`config.mk`:
```
export PLATFORM = sky130hd
export DESIGN_NAME = seven_seg_scan_driver
export DESIGN_NICKNAME = d
export VERILOG_FILES = /design/src/rtl/seven_seg_pkg.sv /design/src/rtl/seg_slot_timer.sv /design/src/rtl/seven_seg_scan_driver.sv
export SDC_FILE = /design/constraint.sdc
export NUM_CORES = 1
export LEC_CHECK = 0
export CAP_MARGIN = 20
export CORE_ASPECT_RATIO = 0.7
export CORE_MARGIN = 2
export CORE_UTILIZATION = 30
export DETAILED_ROUTE_END_ITERATION = 10
export GPL_TIMING_DRIVEN = 0
export SETUP_SLACK_MARGIN = 0.4
export SYNTH_ARGS = -nofsm -noshare
export SYNTH_HDL_FRONTEND = slang
export SYNTH_HIERARCHICAL = 1
export SYNTH_SLANG_ARGS = --single-unit
```
`constraint.sdc`:
```
create_clock -name clk_in -period 7.1 [get_ports clk_in]
set_clock_uncertainty 0.2 [all_clocks]
set_input_delay 1.775 -clock clk_in [delete_from_list [all_inputs] [get_ports clk_in]]
set_output_delay 1.775 -clock clk_in [all_outputs]
set_load 0.01 [all_outputs]
```
`src/rtl/seven_seg_pkg.sv`:
```
// Shared constants and types for the four-digit seven-segment display path.
// The frame layout matches the number_counting output bus.
package seven_seg_pkg;

  localparam int NUM_DIGITS = 4;
  localparam int SEG_W      = 7;
  localparam int NUMBER_W   = NUM_DIGITS * SEG_W;
  localparam int IDX_W      = $clog2(NUM_DIGITS);
  localparam int BRIGHT_W   = 4;

  localparam logic [SEG_W-1:0]      SEG_BLANK  = 7'h7F;
  localparam logic [NUM_DIGITS-1:0] ANODE_OFF  = 4'hF;
  localparam logic [BRIGHT_W-1:0]   BRIGHT_MAX = 4'hF;

  typedef enum logic [1:0] {
    ST_BLANK,
    ST_ON,
    ST_OFF
  } scan_state_e;

  // Lit cycles for a slot: the usable span scaled by (level+1)/16.
  function automatic int unsigned calc_on_len(input int unsigned span,
                                              input logic [BRIGHT_W-1:0] level);
    return (span * (32'(level) + 32'd1)) >> BRIGHT_W;
  endfunction

endpackage

```
`src/rtl/seg_slot_timer.sv`:
```
// Slot sequencer: slot counter, brightness latch, BLANK/ON/OFF machine and digit index.
// Outputs are next-state values so the caller can register a same-cycle decode.
module seg_slot_timer
  import seven_seg_pkg::*;
#(
  parameter int DIGIT_PERIOD_CYCLES = 100000,
  parameter int DEAD_CYCLES         = 500
) (
  input  logic                clk_i,
  input  logic                rst_n_i,
  input  logic [BRIGHT_W-1:0] brightness_i,
  output scan_state_e         state_o,
  output logic [IDX_W-1:0]    idx_o,
  output logic                frame_load_o
);

  localparam int          CNT_W    = $clog2(DIGIT_PERIOD_CYCLES);
  localparam int unsigned LIT_SPAN = int'(DIGIT_PERIOD_CYCLES - DEAD_CYCLES);
  localparam logic [CNT_W-1:0] CNT_LAST  = CNT_W'(DIGIT_PERIOD_CYCLES - 1);
  localparam logic [CNT_W-1:0] DEAD_LAST = CNT_W'(DEAD_CYCLES - 1);
  localparam logic [CNT_W-1:0] DEAD_LEN  = CNT_W'(DEAD_CYCLES);

  scan_state_e         state_q, state_d;
  logic [CNT_W-1:0]    cnt_q, cnt_d;
  logic [IDX_W-1:0]    idx_q, idx_d;
  logic [BRIGHT_W-1:0] bright_q, bright_d;
  logic                run_q, run_d;
  logic [CNT_W-1:0]    on_len;
  logic [CNT_W-1:0]    on_last;

  assign on_len  = CNT_W'(calc_on_len(LIT_SPAN, bright_q));
  assign on_last = DEAD_LEN + on_len - CNT_W'(1);

  // run_q holds the first edge after reset at counter 0 so it can act as the slot-0 start.
  always_ff @(posedge clk_i) begin
    if (!rst_n_i) begin
      run_q    <= 1'b0;
      cnt_q    <= '0;
      idx_q    <= '0;
      bright_q <= BRIGHT_MAX;
      state_q  <= ST_BLANK;
    end else begin
      // NOTE: non-blocking assignments so every register samples pre-edge values.
      run_q    <= run_d;
      cnt_q    <= cnt_d;
      idx_q    <= idx_d;
      bright_q <= bright_d;
      state_q  <= state_d;
    end
  end

  always_comb begin
    // NOTE: every output gets a default first; a path without assignment would infer a latch.
    run_d    = 1'b1;
    cnt_d    = cnt_q;
    idx_d    = idx_q;
    bright_d = bright_q;
    if (!run_q) begin
      cnt_d = '0;
      idx_d = '0;
    end else if (cnt_q == CNT_LAST) begin
      cnt_d = '0;
      idx_d = idx_q + IDX_W'(1);
    end else begin
      cnt_d = cnt_q + CNT_W'(1);
    end
    if (cnt_d == '0) bright_d = brightness_i;
  end

  always_comb begin
    state_d = state_q;
    if (!run_q || cnt_q == CNT_LAST) begin
      state_d = ST_BLANK;
    end else begin
      unique case (state_q)
        ST_BLANK: if (cnt_q == DEAD_LAST) state_d = ST_ON;
        ST_ON:    if (cnt_q == on_last)   state_d = ST_OFF;
        ST_OFF:   state_d = ST_OFF;
        default:  state_d = ST_BLANK;
      endcase
    end
  end

  always_comb begin
    state_o      = state_d;
    idx_o        = idx_d;
    frame_load_o = (cnt_d == '0) && (idx_d == '0);
  end

endmodule

```
`src/rtl/seven_seg_scan_driver.sv`:
```
// Four-digit common-anode scan driver: per-scan frame snapshot, dead-time blanking,
// brightness duty and per-digit enables, all outputs registered.
module seven_seg_scan_driver
  import seven_seg_pkg::*;
#(
  parameter int DIGIT_PERIOD_CYCLES = 100000,
  parameter int DEAD_CYCLES         = 500
) (
  input  logic                  clk_in,
  input  logic                  rst_n_in,
  input  logic [NUMBER_W-1:0]   number_in,
  input  logic [NUM_DIGITS-1:0] digit_enable_in,
  input  logic [BRIGHT_W-1:0]   brightness_in,
  output logic [NUM_DIGITS-1:0] anode_out,
  output logic [SEG_W-1:0]      segment_out,
  output logic [IDX_W-1:0]      digit_index_out
);

  scan_state_e      slot_state;
  logic [IDX_W-1:0] slot_idx;
  logic             frame_load;

  logic [NUM_DIGITS-1:0][SEG_W-1:0] frame_q, frame_d;
  logic [NUM_DIGITS-1:0]            anode_q, anode_d;
  logic [SEG_W-1:0]                 seg_q, seg_d;
  logic [IDX_W-1:0]                 idx_q;

  seg_slot_timer #(
    .DIGIT_PERIOD_CYCLES (DIGIT_PERIOD_CYCLES),
    .DEAD_CYCLES         (DEAD_CYCLES)
  ) u_timer (
    .clk_i        (clk_in),
    .rst_n_i      (rst_n_in),
    .brightness_i (brightness_in),
    .state_o      (slot_state),
    .idx_o        (slot_idx),
    .frame_load_o (frame_load)
  );

  // Decode uses the timer's next-state so the registered outputs line up with the slot.
  always_comb begin
    frame_d = frame_load ? number_in : frame_q;
    anode_d = ANODE_OFF;
    seg_d   = SEG_BLANK;
    if (slot_state == ST_ON && digit_enable_in[slot_idx]) begin
      anode_d[slot_idx] = 1'b0;
      seg_d             = frame_q[slot_idx];
    end
  end

  always_ff @(posedge clk_in) begin
    if (!rst_n_in) begin
      // NOTE: the frame is a plain register bank, reset to all ones so it reads as blank, never X.
      frame_q <= {NUM_DIGITS{SEG_BLANK}};
      anode_q <= ANODE_OFF;
      seg_q   <= SEG_BLANK;
      idx_q   <= '0;
    end else begin
      frame_q <= frame_d;
      anode_q <= anode_d;
      seg_q   <= seg_d;
      idx_q   <= slot_idx;
    end
  end

  assign anode_out       = anode_q;
  assign segment_out     = seg_q;
  assign digit_index_out = idx_q;

endmodule

```
== Yosys cells after proc, flatten, opt, wreduce, memory -nomap -nowiden ==
Index checks and enable logic that the tools add are counted.

* Add/subtract/negate cells: 5
* Multiply operators: 1
* Magnitude comparators: 2
* Equal/unequal tests: 6
* Multiplexer cells: 15
* Bitwise gates (word level): 1
* Reductions and logical operators: 9

{| class="wikitable"
|+ Operator list
! cell !! count
|-
| 17-bit two-way mux || 2
|-
| 15-bit by 32-bit multiplier with 19-bit output, first input constant || 1
|-
| 17-bit by 1-bit adder with 17-bit output, second input constant || 1
|-
| 9-bit by 17-bit adder with 17-bit output, first input constant || 1
|-
| 17-bit equality test || 1
|-
| 17-bit equality test, second input constant || 1
|-
| 17-bit by 9-bit equality test with 1-bit output, second input constant || 1
|-
| 17-bit zero test || 1
|-
| 17-bit by 1-bit subtractor with 17-bit output, second input constant || 1
|-
| 7-bit binary-select mux with 2-bit select || 1
|-
| 2-bit two-way mux || 5
|-
| 7-bit two-way mux || 1
|-
| 2-bit case mux with 3 select lines || 1
|-
| 4-bit by 1-bit adder with 5-bit output, second input constant || 1
|-
| 2-bit by 1-bit equality test with 1-bit output, second input constant || 2
|-
| 2-bit zero test || 2
|-
| 4-bit inverter || 1
|-
| 1-bit logical AND || 3
|-
| 2-bit by 3-bit less-than comparator with 1-bit output, second input constant || 1
|-
| 1-bit two-way mux || 3
|-
| 2-bit by 1-bit adder with 2-bit output, second input constant || 1
|-
| 1-bit binary-select mux with 2-bit select || 1
|-
| 1-bit demux with 2-bit select || 1
|-
| 2-bit equality test, second input constant || 1
|-
| 4 further kinds || 4
|}

* Bits in registers: 65
* Input port bits: 38
* Output and inout bits: 13
* Logic and storage cells: 50

== Depth between registers and ports, before layout ==
Gate-level depths: netlist of run 1.

* Depth in word-level cells: 11
* Gate-level depth with buffers: 21
* Depth with buffers taken out: 20

== By module ==
The synthesis of run 1 kept the hierarchy.

{| class="wikitable"
|+ Modules (own cells, without submodules)
! module !! times used !! cells each !! area an instance (sq um) !! seq. area each (sq um)
|-
| seg_slot_timer || 1 || 382 || 3123.0 || 520.5
|-
| seven_seg_scan_driver || 1 || 131 || 1575.3 || 820.8
|}

== Least setup slack after synthesis of run 1 ==
No wires, ideal clock.

* Kind: reg-to-reg
* From: register u_timer.bright_q[0]
* To: register seg_q[3], in the netlist segment_out[3]
* Setup time: 0.057 ns
* Arrival: 5.250 ns
* Required time: 6.843 ns
* Path slack: 1.593 ns
* Cell stages (with the launch flop): 20
* Buffers on the path: 1
* Period minus slack after synthesis: 5.507 ns
* Cells stage by stage: dfxtp_1 > buf_2 > nand3_1 > xnor2_1 > ha_1 > fa_1 > fa_1 > ha_1 > a21o_1 > o2111a_1 > or3_4 > a2111oi_2 > xnor2_1 > o2111ai_1 > or3b_1 > and4bb_1 > a21oi_1 > and4bb_2 > a22oi_1 > or2_2

* Word-level cells in the longest chain between the ends: 11

{| class="wikitable"
|+ RTL lines
! item !! line !! text
|-
| start, declared || seg_slot_timer.sv:26 || <nowiki>logic [BRIGHT_W-1:0] bright_q, bright_d;</nowiki>
|-
| start signal, assigned || seg_slot_timer.sv:47 || <nowiki>bright_q <= bright_d;</nowiki>
|-
| 4-bit by 1-bit adder with 5-bit output || seven_seg_pkg.sv:24 || <nowiki>return (span * (32'(level) + 32'd1)) >> BRIGHT_W;</nowiki>
|-
| 15-bit by 32-bit multiplier with 19-bit output || seven_seg_pkg.sv:24 ||
|-
| 9-bit by 17-bit adder with 17-bit output || seg_slot_timer.sv:32 || <nowiki>assign on_last = DEAD_LEN + on_len - CNT_W'(1);</nowiki>
|-
| 17-bit by 1-bit subtractor with 17-bit output || seg_slot_timer.sv:32 ||
|-
| 17-bit equality test || seg_slot_timer.sv:77 || <nowiki>ST_ON: if (cnt_q == on_last) state_d = ST_OFF;</nowiki>
|-
| 2-bit two-way mux || seg_slot_timer.sv:77 ||
|-
| 2-bit case mux with 3 select lines || seg_slot_timer.sv:75 || <nowiki>unique case (state_q)</nowiki>
|-
| 2-bit two-way mux || seg_slot_timer.sv:72 || <nowiki>if (!run_q || cnt_q == CNT_LAST) begin</nowiki>
|-
| via slot_state[0] || seven_seg_scan_driver.sv:19 || <nowiki>scan_state_e slot_state;</nowiki>
|-
| 2-bit by 1-bit equality test with 1-bit output || seven_seg_scan_driver.sv:45 || <nowiki>if (slot_state == ST_ON && digit_enable_in[slot_idx]) begin</nowiki>
|-
| 1-bit logical AND || seven_seg_scan_driver.sv:45 ||
|-
| 2-bit AND reduction (no source line) || -- ||
|-
| end signal, assigned || seven_seg_scan_driver.sv:61 || <nowiki>seg_q <= seg_d;</nowiki>
|-
| end, declared || seven_seg_scan_driver.sv:25 || <nowiki>logic [SEG_W-1:0] seg_q, seg_d;</nowiki>
|}

The timed path passes the listed nets, and every way through them passes these cells.
A chain may end at the register's enable or synchronous reset.

== Worst setup path after layout of run 1 ==
* From: register u_timer.bright_q[0]
* To: register seg_q[6], in the netlist segment_out[6]

The elaborated chain is that of the path after synthesis.

==> results of run 1 <==
==> path summary, 6_finish.rpt <==
kind	slack (ns)	cells past startpoint	from	end
setup / recovery	0.83	20	u_timer/bright_q[0]	segment_out[6]
setup reg to reg	0.83	20	u_timer/bright_q[0]	segment_out[6]
hold reg to reg	0.26	2	frame_q[13]	frame_q[13]
hold / removal	0.26	2	frame_q[13]	frame_q[13]
==> state kept, by name (all words and copies together), names as in the netlist <==
name,flops
segment_out,7
u_timer/run_q,1
u_timer/state_q,2
u_timer/idx_q,2
u_timer/bright_q,4
u_timer/cnt_q,17
frame_q,28
digit_index_out,2
anode_out,4
==> stage by stage <==
stage	hold slack, ns	power, mW	util [%]	std cells	setup WS [ns]
after global placement	0.248	1.20	35.4	763	0.531
after floorplan	0.233	1.04	-	513	1.59
final	0.260	1.66	37.4	780	0.826
after CTS	0.266	1.66	37.3	779	0.402
after detailed placement	0.252	1.23	35.4	763	0.424
after global routing	0.278	1.78	37.4	780	0.448
==> routing by layer <==
metal,share of wire [%],routed length (µm),global-route usage (%),up-vias
met3,5.0,601,3.46,6
met4,0.52,62,2.49,0
met1,53,6290,21.8,1926
met5,0,0,0,-
li1,-,-,-,1980
met2,42,5000,21.9,94
==> cells in the mapped netlist (all sizes together), types with 6 or more instances <==
library cell,n,area share (%)
a21oi,14,1.7
a31oi,7,1.4
and2,7,0.96
and3,8,1.1
buf,20,2.6
clkbuf,13,1.0
dfxtp,67,29
ha,28,7.5
inv,13,1.0
mux2i,30,6.4
mux4,7,3.8
nand2,55,4.4
nand3,20,2.1
nand4,7,1.1
nor2,30,2.4
nor2b,6,0.80
nor3,15,1.8
o2111ai,7,1.3
o211ai,8,1.3
o21ai,12,1.5
or2,9,1.2
xnor2,35,6.8
xor2,19,3.7
==> worst max-delay path, delay by kind of cell, from the launching register on <==
kind            cells  cell delay, ns
fa+ha+maj           4            1.55
compound gates      7            1.75
flops               1            0.32
xor+xnor            1            0.38
buf+inv             2            0.46
simple gates        6            1.54
==> cells by family (layout without fill, tap and decap cells) <==
logic type | after synthesis | in the layout | share of synthesized area [%]
AOI/OAI and AO/OA | 79 | 79 | 13.1
xor gates and xnor gates | 57 | 57 | 12.0
adders and majority gates | 32 | 32 | 9.16
buffers and inverters | 47 | 114 | 4.74
DFF | 67 | 67 | 28.5
muxes | 39 | 39 | 10.6
and+or+nand+nor | 192 | 192 | 21.8
==> report_power, final <==
group | leakage [nW] | switching, mW | internal, mW
Clock | 0.137 | 0.156 | 0.272
Combinational | 1.65 | 0.482 | 0.354
Sequential | 0.549 | 0.00831 | 0.390
Total | 2.34 | 0.646 | 1.02
==> final cells by class <==
type / count / area share, %
Sequential cell: 67 / 23.3
Buffer: 33 / 2.95
Clock inverter: 4 / 0.890
Tap cell: 200 / 4.34
Multi-Input combinational cell: 399 / 54.6
Clock buffer: 12 / 4.10
Timing Repair Buffer: 51 / 8.81
Inverter: 14 / 0.977
==> what timing repair did <==
item                                    4_1_cts  5_1_grt
resized for setup                             1        3
setup buffers                                 0        1
hold endpoints to repair                      0        0
pin swaps                                     0        1
endpoints found under the setup margin        3        7
==> qor.txt, run 1 <==
status -> complete, no violations
CTS H-tree depth -> 3
Cell Area, Synth -> 4700 µm²
gp weighted congestion -> 0.888
vias in the first global route -> 3863
largest net degree at the start of global routing -> 12
CP peak stage delay -> 0.51 ns
CTS root buffer -> clkbuf_16
hold_buf cts -> 0
Distinct cells, synth -> 81
CP startpoint kind -> flip-flop
vias after detailed routing -> 4006
power per cell area -> 288 nW/µm²
WP data arrival -> 6.34 ns
Clock Sinks -> 67
worst path cell trace -> buf_2 > nand3_1 > xnor2_2 > ha_1 > fa_1 > fa_1 > ha_1 > nand3_1 > o211ai_1 > buf_4 > a31oi_2 > nand4_1 > a211o_1 > or4_1 > a21oi_1 > o2111ai_1 > a21oi_1 > and4bb_2 > a22oi_2 > or2_2
initial antenna violation count -> 0
syn nets -> 583
EDFF count, synth -> 0
Hold Vio Cnt, Final -> 0
post-DR wirelength/cell -> 15.3 µm
post-synthesis cell count -> 513
Worst-Margin Slew -> 0.963 ns
minimum clock period -> 6.27 ns
area of the multi-input gates -> 3150 µm²
core area -> 15400 µm²
CTS max path bufs -> 2
Initial Utilization -> 30.5%
grt ovf -> 0
static leakage -> 2.34 nW
Vias per Instance -> 5.14
Routed WL -> 12.0 mm
CP Max Fanout -> 9
sequential-to-total area share from yosys stat -> 28.5%
number of DRC markers in iteration 0 -> 257
Required @ worst endpoint -> 7.16 ns
number of diodes -> 0
critical path class -> reg -> reg
GRT Util Overall -> 14.7%
TNS Setup -> 0 ns
most common cell after layout, fill and taps aside -> dfxtp_1
Max-Cap Viols -> 0
fill count -> 1589
Slew Viols, Final -> 0
IO Port Bufs -> 50
Num CTS Buffers -> 9
Register Area -> 1340 µm²
Max Clk Rate -> 159 MHz
post-placement cell area -> 5450 µm²
Syn Area/Cell -> 9.16 µm²
ys async rst share -> 0%
synthesis-to-layout area growth -> 22.7%
chip height -> 109 µm
Worst-path clk slew -> 0.05 ns
first-pass GRT wire length -> 19.6 mm
Synth Register Bits -> 67
Hold Path Class -> reg -> reg
Syn. warnings -> 6
DIE WIDTH -> 154 µm
RSZ-0062 raised after global routing -> no
post-route clock period utilization -> 88.4%
Skew-Pair Late Insertion Delay -> 0.32 ns
CTS tree -> done
relative slew slack -> 35.2%
peak supply drop -> 173 µV
hpwl dp -> 9.57 mm
cell with the largest stage delay on the worst path -> or4_1
ys flop type -> dfxtp_1
Setup-failing EPs final -> 0
Rows -> 38
DRT antenna net count -> 0
boundary pin count -> 51
most frequent cells in the layout -> dfxtp_1 (67), nand2_1 (55), clkdlybuf4s50_1 (50), xnor2_1 (32)
share of cells above drive strength 1 -> 11.4%
fin nets -> 645
# DRC -> 0
fin area -> 5760 µm²
Crit. End Element -> flip-flop
first-pass iteration count of the detailed router -> 5
die footprint -> 16700 µm²
No activity file was read; power rests on OpenSTA's default activity.
==> run 2, diff against run 1 <==
--- a/config.mk
+++ b/config.mk
@@ -11,6 +11,7 @@
 export CORE_UTILIZATION = 30
 export DETAILED_ROUTE_END_ITERATION = 10
 export GPL_TIMING_DRIVEN = 0
+export REMOVE_ABC_BUFFERS = 1
 export SETUP_SLACK_MARGIN = 0.4
 export SYNTH_ARGS = -nofsm -noshare
 export SYNTH_HDL_FRONTEND = slang
==> run 2 against run 1 <==
  * Die area stayed put
  * Global-route usage is 0.78 points lower
  * Total power shrank 1.2%
  * Sequential cell count unchanged
  * Worst hold slack improved by 0.0038 ns
  * Clock-buffer cell count unchanged
  * Fmax rose by 1.6%
  * Worst setup slack gained 0.097 ns
  * Register-to-register slack better by 0.097 ns
  * Non-clock buffer count shrank 32
  * Largest cell class unchanged
  * Highest routed layer unchanged
==> qor.txt, run 2 (synthesis gave the netlist of run 1 again) <==
post-placement cell area -> 5300 µm²
chip height -> 109 µm
largest net degree at the start of global routing -> 29
fin area -> 5610 µm²
first-pass iteration count of the detailed router -> 5
IO Port Bufs -> 50
max reg flops -> 28
CTS tree -> done
DP Cell Count -> 731
TNS Setup -> 0 ns
Cell Int Power -> 1.01 mW
worst path cell trace -> ha_1 > nand3_1 > inv_2 > ha_1 > fa_1 > fa_1 > ha_1 > nand3_1 > o211ai_1 > buf_4 > a31oi_2 > nand4_1 > a211o_1 > or4_1 > a21oi_1 > o2111ai_1 > a21oi_1 > and4bb_2 > a22oi_2 > or2_2
Hold Crit Start -> frame_q[2]
WHS -> 0.264 ns
critical path class -> reg -> reg
Finished Layout Cells -> 748
die footprint -> 16700 µm²
grt ovf -> 0
Hold Path Class -> reg -> reg
DIE WIDTH -> 154 µm
Crit. End Element -> flip-flop
Largest Register -> frame_q
static leakage -> 2.24 nW
CP most frequent cell -> ha_1
Routed WL -> 11.4 mm
fin nets -> 613
initial antenna violation count -> 0
core area -> 15400 µm²
first-pass GRT wire length -> 18.7 mm
most common cell after layout, fill and taps aside -> dfxtp_1
Worst-Margin Slew -> 0.851 ns
hold_buf cts -> 0
hpwl dp -> 8.94 mm
RSZ-0062 raised after global routing -> no
status -> complete, no violations
GRT Util Overall -> 13.9%
number of DRC markers in iteration 0 -> 395
# DRC -> 0
Slew Viols, Final -> 0
Skew-Pair Late Insertion Delay -> 0.32 ns
switching power -> 635 µW
Worst-path clk slew -> 0.05 ns
Max Clk Rate -> 162 MHz
Seq pwr share -> 24.4%
vias in the first global route -> 3748
peak supply drop -> 148 µV
post-route clock period utilization -> 87.0%
CP peak stage delay -> 0.50 ns
minimum clock period -> 6.18 ns
worst r2r src -> u_timer/bright_q[0]
post-DR wirelength/cell -> 15.2 µm
Clock Sinks -> 67
Clock power frac -> 25.8%
most frequent cells in the layout -> dfxtp_1 (66), nand2_1 (55), clkdlybuf4s50_1 (50), xnor2_1 (32)
CP startpoint kind -> flip-flop
CTS H-tree depth -> 3
Rows -> 38
Logic pwr share -> 49.8%
Hold Vio Cnt, Final -> 0
number of diodes -> 0
Max-Cap Viols -> 0
Num CTS Buffers -> 9
boundary pin count -> 51
Critical Path Source -> u_timer/bright_q[0]
synthesis-to-layout area growth -> 19.5%
fin util -> 36.4%
CTS root buffer -> clkbuf_16
relative slew slack -> 43.3%
WP data arrival -> 6.25 ns
switching share of total power -> 38.7%
power per cell area -> 292 nW/µm²
CP Max Fanout -> 10
cell with the largest stage delay on the worst path -> or4_1
Initial Utilization -> 30.5%
Vias per Instance -> 5.19
Required @ worst endpoint -> 7.17 ns
gp weighted congestion -> 0.868
DRT antenna net count -> 0
share of cells above drive strength 1 -> 9.12%
vias after detailed routing -> 3884
CTS max path bufs -> 2
Setup-failing EPs final -> 0
==> run 2: metrics by stage <==
stage               power [mW]  setup WS (ns)
global placement          1.17          0.199
global route              1.76          0.496
floorplan                 1.03           1.56
finish                    1.64          0.923
detailed placement        1.20          0.123
CTS                       1.64          0.417
==> run 2: per-layer routing <==
metal | track usage, % | vias up | share of wire, %
li1 | - | 1907 | -
met2 | 20.2 | 105 | 42
met3 | 3.90 | 8 | 6.7
met4 | 3.28 | 0 | 0.80
met1 | 20.3 | 1864 | 51
met5 | 0 | - | 0
==> run 2: worst max-delay path, delay by kind of cell, from the launching register on <==
kind                       cells  cell delay [ns]
adders and majority gates      5             1.73
AOI/OAI and AO/OA              7             1.71
and+or+nand+nor                6             1.60
DFF                            1             0.48
buffers and inverters          2             0.37
==> run 2: worst paths after layout <==
kind	endpoint	slack [ns]	cells after the start
worst min-delay path	frame_q[2]	0.26	2
worst min register to register	frame_q[2]	0.26	2
worst max-delay path	segment_out[3]	0.92	20
worst max register to register	segment_out[3]	0.92	20
==> run 2: area by class of cell <==
cell class | count | area (µm²)
Fill cell | 1582 | 9790
Multi-Input combinational cell | 399 | 3160
Sequential cell | 67 | 1340
Timing Repair Buffer | 52 | 523
Tap cell | 200 | 250
Clock buffer | 12 | 236
Inverter | 14 | 53.8
Clock inverter | 4 | 51.3
==> run 2: power by group through the flow <==
stage	sequential (mW)	combinational, mW	clock [mW]
2_1_floorplan	0.405	0.626	0
3_3_place_gp	0.407	0.766	0
3_5_place_dp	0.408	0.794	0
4_1_cts	0.400	0.799	0.436
5_1_grt	0.402	0.901	0.455
6_report	0.401	0.817	0.424
==> run 2: timing repair <==
action / CTS / global route
pin swaps: 0 / 1
gates cloned: 0 / 0
buffers inserted: 0 / 1
setup endpoints to repair: 7 / 7
resized for setup: 3 / 3
==> run 3, diff against run 2 <==
--- a/config.mk
+++ b/config.mk
@@ -7,7 +7,6 @@
 export LEC_CHECK = 0
 export CAP_MARGIN = 20
 export CORE_ASPECT_RATIO = 0.7
-export CORE_MARGIN = 2
 export CORE_UTILIZATION = 30
 export DETAILED_ROUTE_END_ITERATION = 10
 export GPL_TIMING_DRIVEN = 0
==> constraint.sdc (replaced) <==
create_clock -name clk_in -period 7.1 [get_ports clk_in]
set_clock_uncertainty 0.2 [all_clocks]
set_input_delay 1.065 -clock clk_in [delete_from_list [all_inputs] [get_ports clk_in]]
set_output_delay 1.065 -clock clk_in [all_outputs]
set_load 0.01 [all_outputs]
==> run 3 against run 2 <==
  * Combinational power about the same
  * Total power increased by 1.7%
  * Routed wire length increased by 1.5%
  * Clock power increased by 6.8%
  * Sequential share of layout area decreased by 0.085 points
  * Register-to-register slack got worse by 0.15 ns
  * Critical path type unchanged
  * Largest power group unchanged
==> qor.txt, run 3 (synthesis gave the netlist of run 1 again) <==
status -> complete, no violations
TNS Setup -> 0 ns
power per cell area -> 296 nW/µm²
gp weighted congestion -> 0.870
post-route clock period utilization -> 89.1%
WHS Path Cells -> 2
GRT Util Overall -> 15.2%
vias in the first global route -> 3789
WP data arrival -> 6.41 ns
CP peak stage delay -> 0.51 ns
peak supply drop -> 147 µV
initial antenna violation count -> 0
Hold Path Class -> reg -> reg
Rows -> 37
number of diodes -> 0
fin nets -> 612
DIE WIDTH -> 152 µm
IO Port Bufs -> 50
Worst-Margin Slew -> 0.908 ns
minimum clock period -> 6.33 ns
Slew Viols, Final -> 0
CP most frequent cell -> ha_1
post-DR wirelength/cell -> 15.5 µm
fill count -> 1523
hold_buf cts -> 0
CTS root buffer -> clkbuf_16
Hold Vio Cnt, Final -> 0
DR WL met3 -> 640 µm
most common cell after layout, fill and taps aside -> dfxtp_1
routed wl met2 -> 4.88 mm
Clock Sinks -> 67
Initial Utilization -> 31.3%
boundary pin count -> 51
die footprint -> 16200 µm²
CTS tree -> done
Largest Register -> frame_q
largest net degree at the start of global routing -> 29
WL met1 -> 5.93 mm
Max-Cap Viols -> 0
Crit. End Element -> flip-flop
RSZ-0062 raised after global routing -> no
# DRC -> 0
Required @ worst endpoint -> 7.18 ns
vias after detailed routing -> 3890
Skew-Pair Late Insertion Delay -> 0.33 ns
Setup-failing EPs final -> 0
share of cells above drive strength 1 -> 9.51%
CP Max Fanout -> 10
Worst-path clk slew -> 0.06 ns
Routed WL -> 11.5 mm
first-pass iteration count of the detailed router -> 5
critical path class -> reg -> reg
worst path cell trace -> ha_1 > nand3_1 > inv_2 > ha_1 > fa_1 > fa_1 > ha_1 > nand3_1 > o211ai_1 > a211o_1 > nand4_1 > a211o_1 > or4_1 > a21oi_1 > o2111ai_1 > a21oi_1 > and4bb_2 > a22oi_2 > or2_2
relative slew slack -> 38.9%
static leakage -> 2.25 nW
hpwl dp -> 8.96 mm
first-pass GRT wire length -> 19.2 mm
Vias per Instance -> 5.24
most frequent cells in the layout -> dfxtp_1 (66), nand2_1 (55), clkdlybuf4s50_1 (50), xnor2_1 (32)
number of DRC markers in iteration 0 -> 266
core area -> 15000 µm²
DRT antenna net count -> 0
synthesis-to-layout area growth -> 19.9%
chip height -> 107 µm
Max Clk Rate -> 158 MHz
Reg2Reg Depth -> 19
CTS max path bufs -> 2
CTS H-tree depth -> 3
Num CTS Buffers -> 9
CP startpoint kind -> flip-flop
grt ovf -> 0
max layer used -> met4
cell with the largest stage delay on the worst path -> dfxtp_2
max reg flops -> 28
Total Power -> 1.67 mW
## run 3: repair_timing
item                       CTS  global route
buffers inserted             0             0
gates resized for setup      3             3
setup endpoints to repair    7             7
## run 3: critical path, delay by kind of cell, from the launching register on
kind / cells / cell delay, ns
compound gates: 7 / 2.00
simple gates: 6 / 1.54
buf+inv: 1 / 0.22
flops: 1 / 0.51
fa+ha+maj: 5 / 1.79
## run 3: layout make-up
type	instances	area, µm²	area share (%)
multi-input combinational	399	3160	56.0
sequential	67	1340	23.8
timing repair buffer	51	528	9.37
tap	195	244	4.33
clock buffer	9	225	4.00
clock inverter	7	83.8	1.49
inverter	14	53.8	0.955
## run 3: final timing paths
| check | endpoint | slack (ns) | start |
|---|---|---|---|
| max | segment_out[3] | 0.77 | u_timer/bright_q[0] |
| min | frame_q[27] | 0.27 | frame_q[27] |
| max reg2reg | segment_out[3] | 0.77 | u_timer/bright_q[0] |
| min reg2reg | frame_q[27] | 0.27 | frame_q[27] |
## run 3: per-layer routing
| layer | track usage, % | vias up |
|---|---|---|
| li1 | - | 1909 |
| met1 | 22.9 | 1861 |
| met2 | 22.0 | 112 |
| met3 | 3.19 | 8 |
| met4 | 3.11 | 0 |
| met5 | 0 | - |
## run 3: stage by stage
step | std cells | hold slack [ns] | area (µm²) | utilization, % | setup WS [ns]
2_1_floorplan | 480 | 0.231 | 4530 | - | 1.56
3_3_place_gp | 725 | 0.244 | 5270 | 35.2 | 0.207
3_5_place_dp | 726 | 0.253 | 5300 | 35.3 | 0.159
4_1_cts | 742 | 0.269 | 5620 | 37.5 | 0.407
5_1_grt | 742 | 0.294 | 5630 | 37.6 | 0.420
6_report | 742 | 0.265 | 5630 | 37.6 | 0.771
## run 3: power by group
group	internal, mW	switching, mW	total (mW)	leakage (nW)
clock	0.278	0.176	0.453	0.149
combinational	0.343	0.472	0.815	1.56
sequential	0.390	0.0108	0.401	0.549
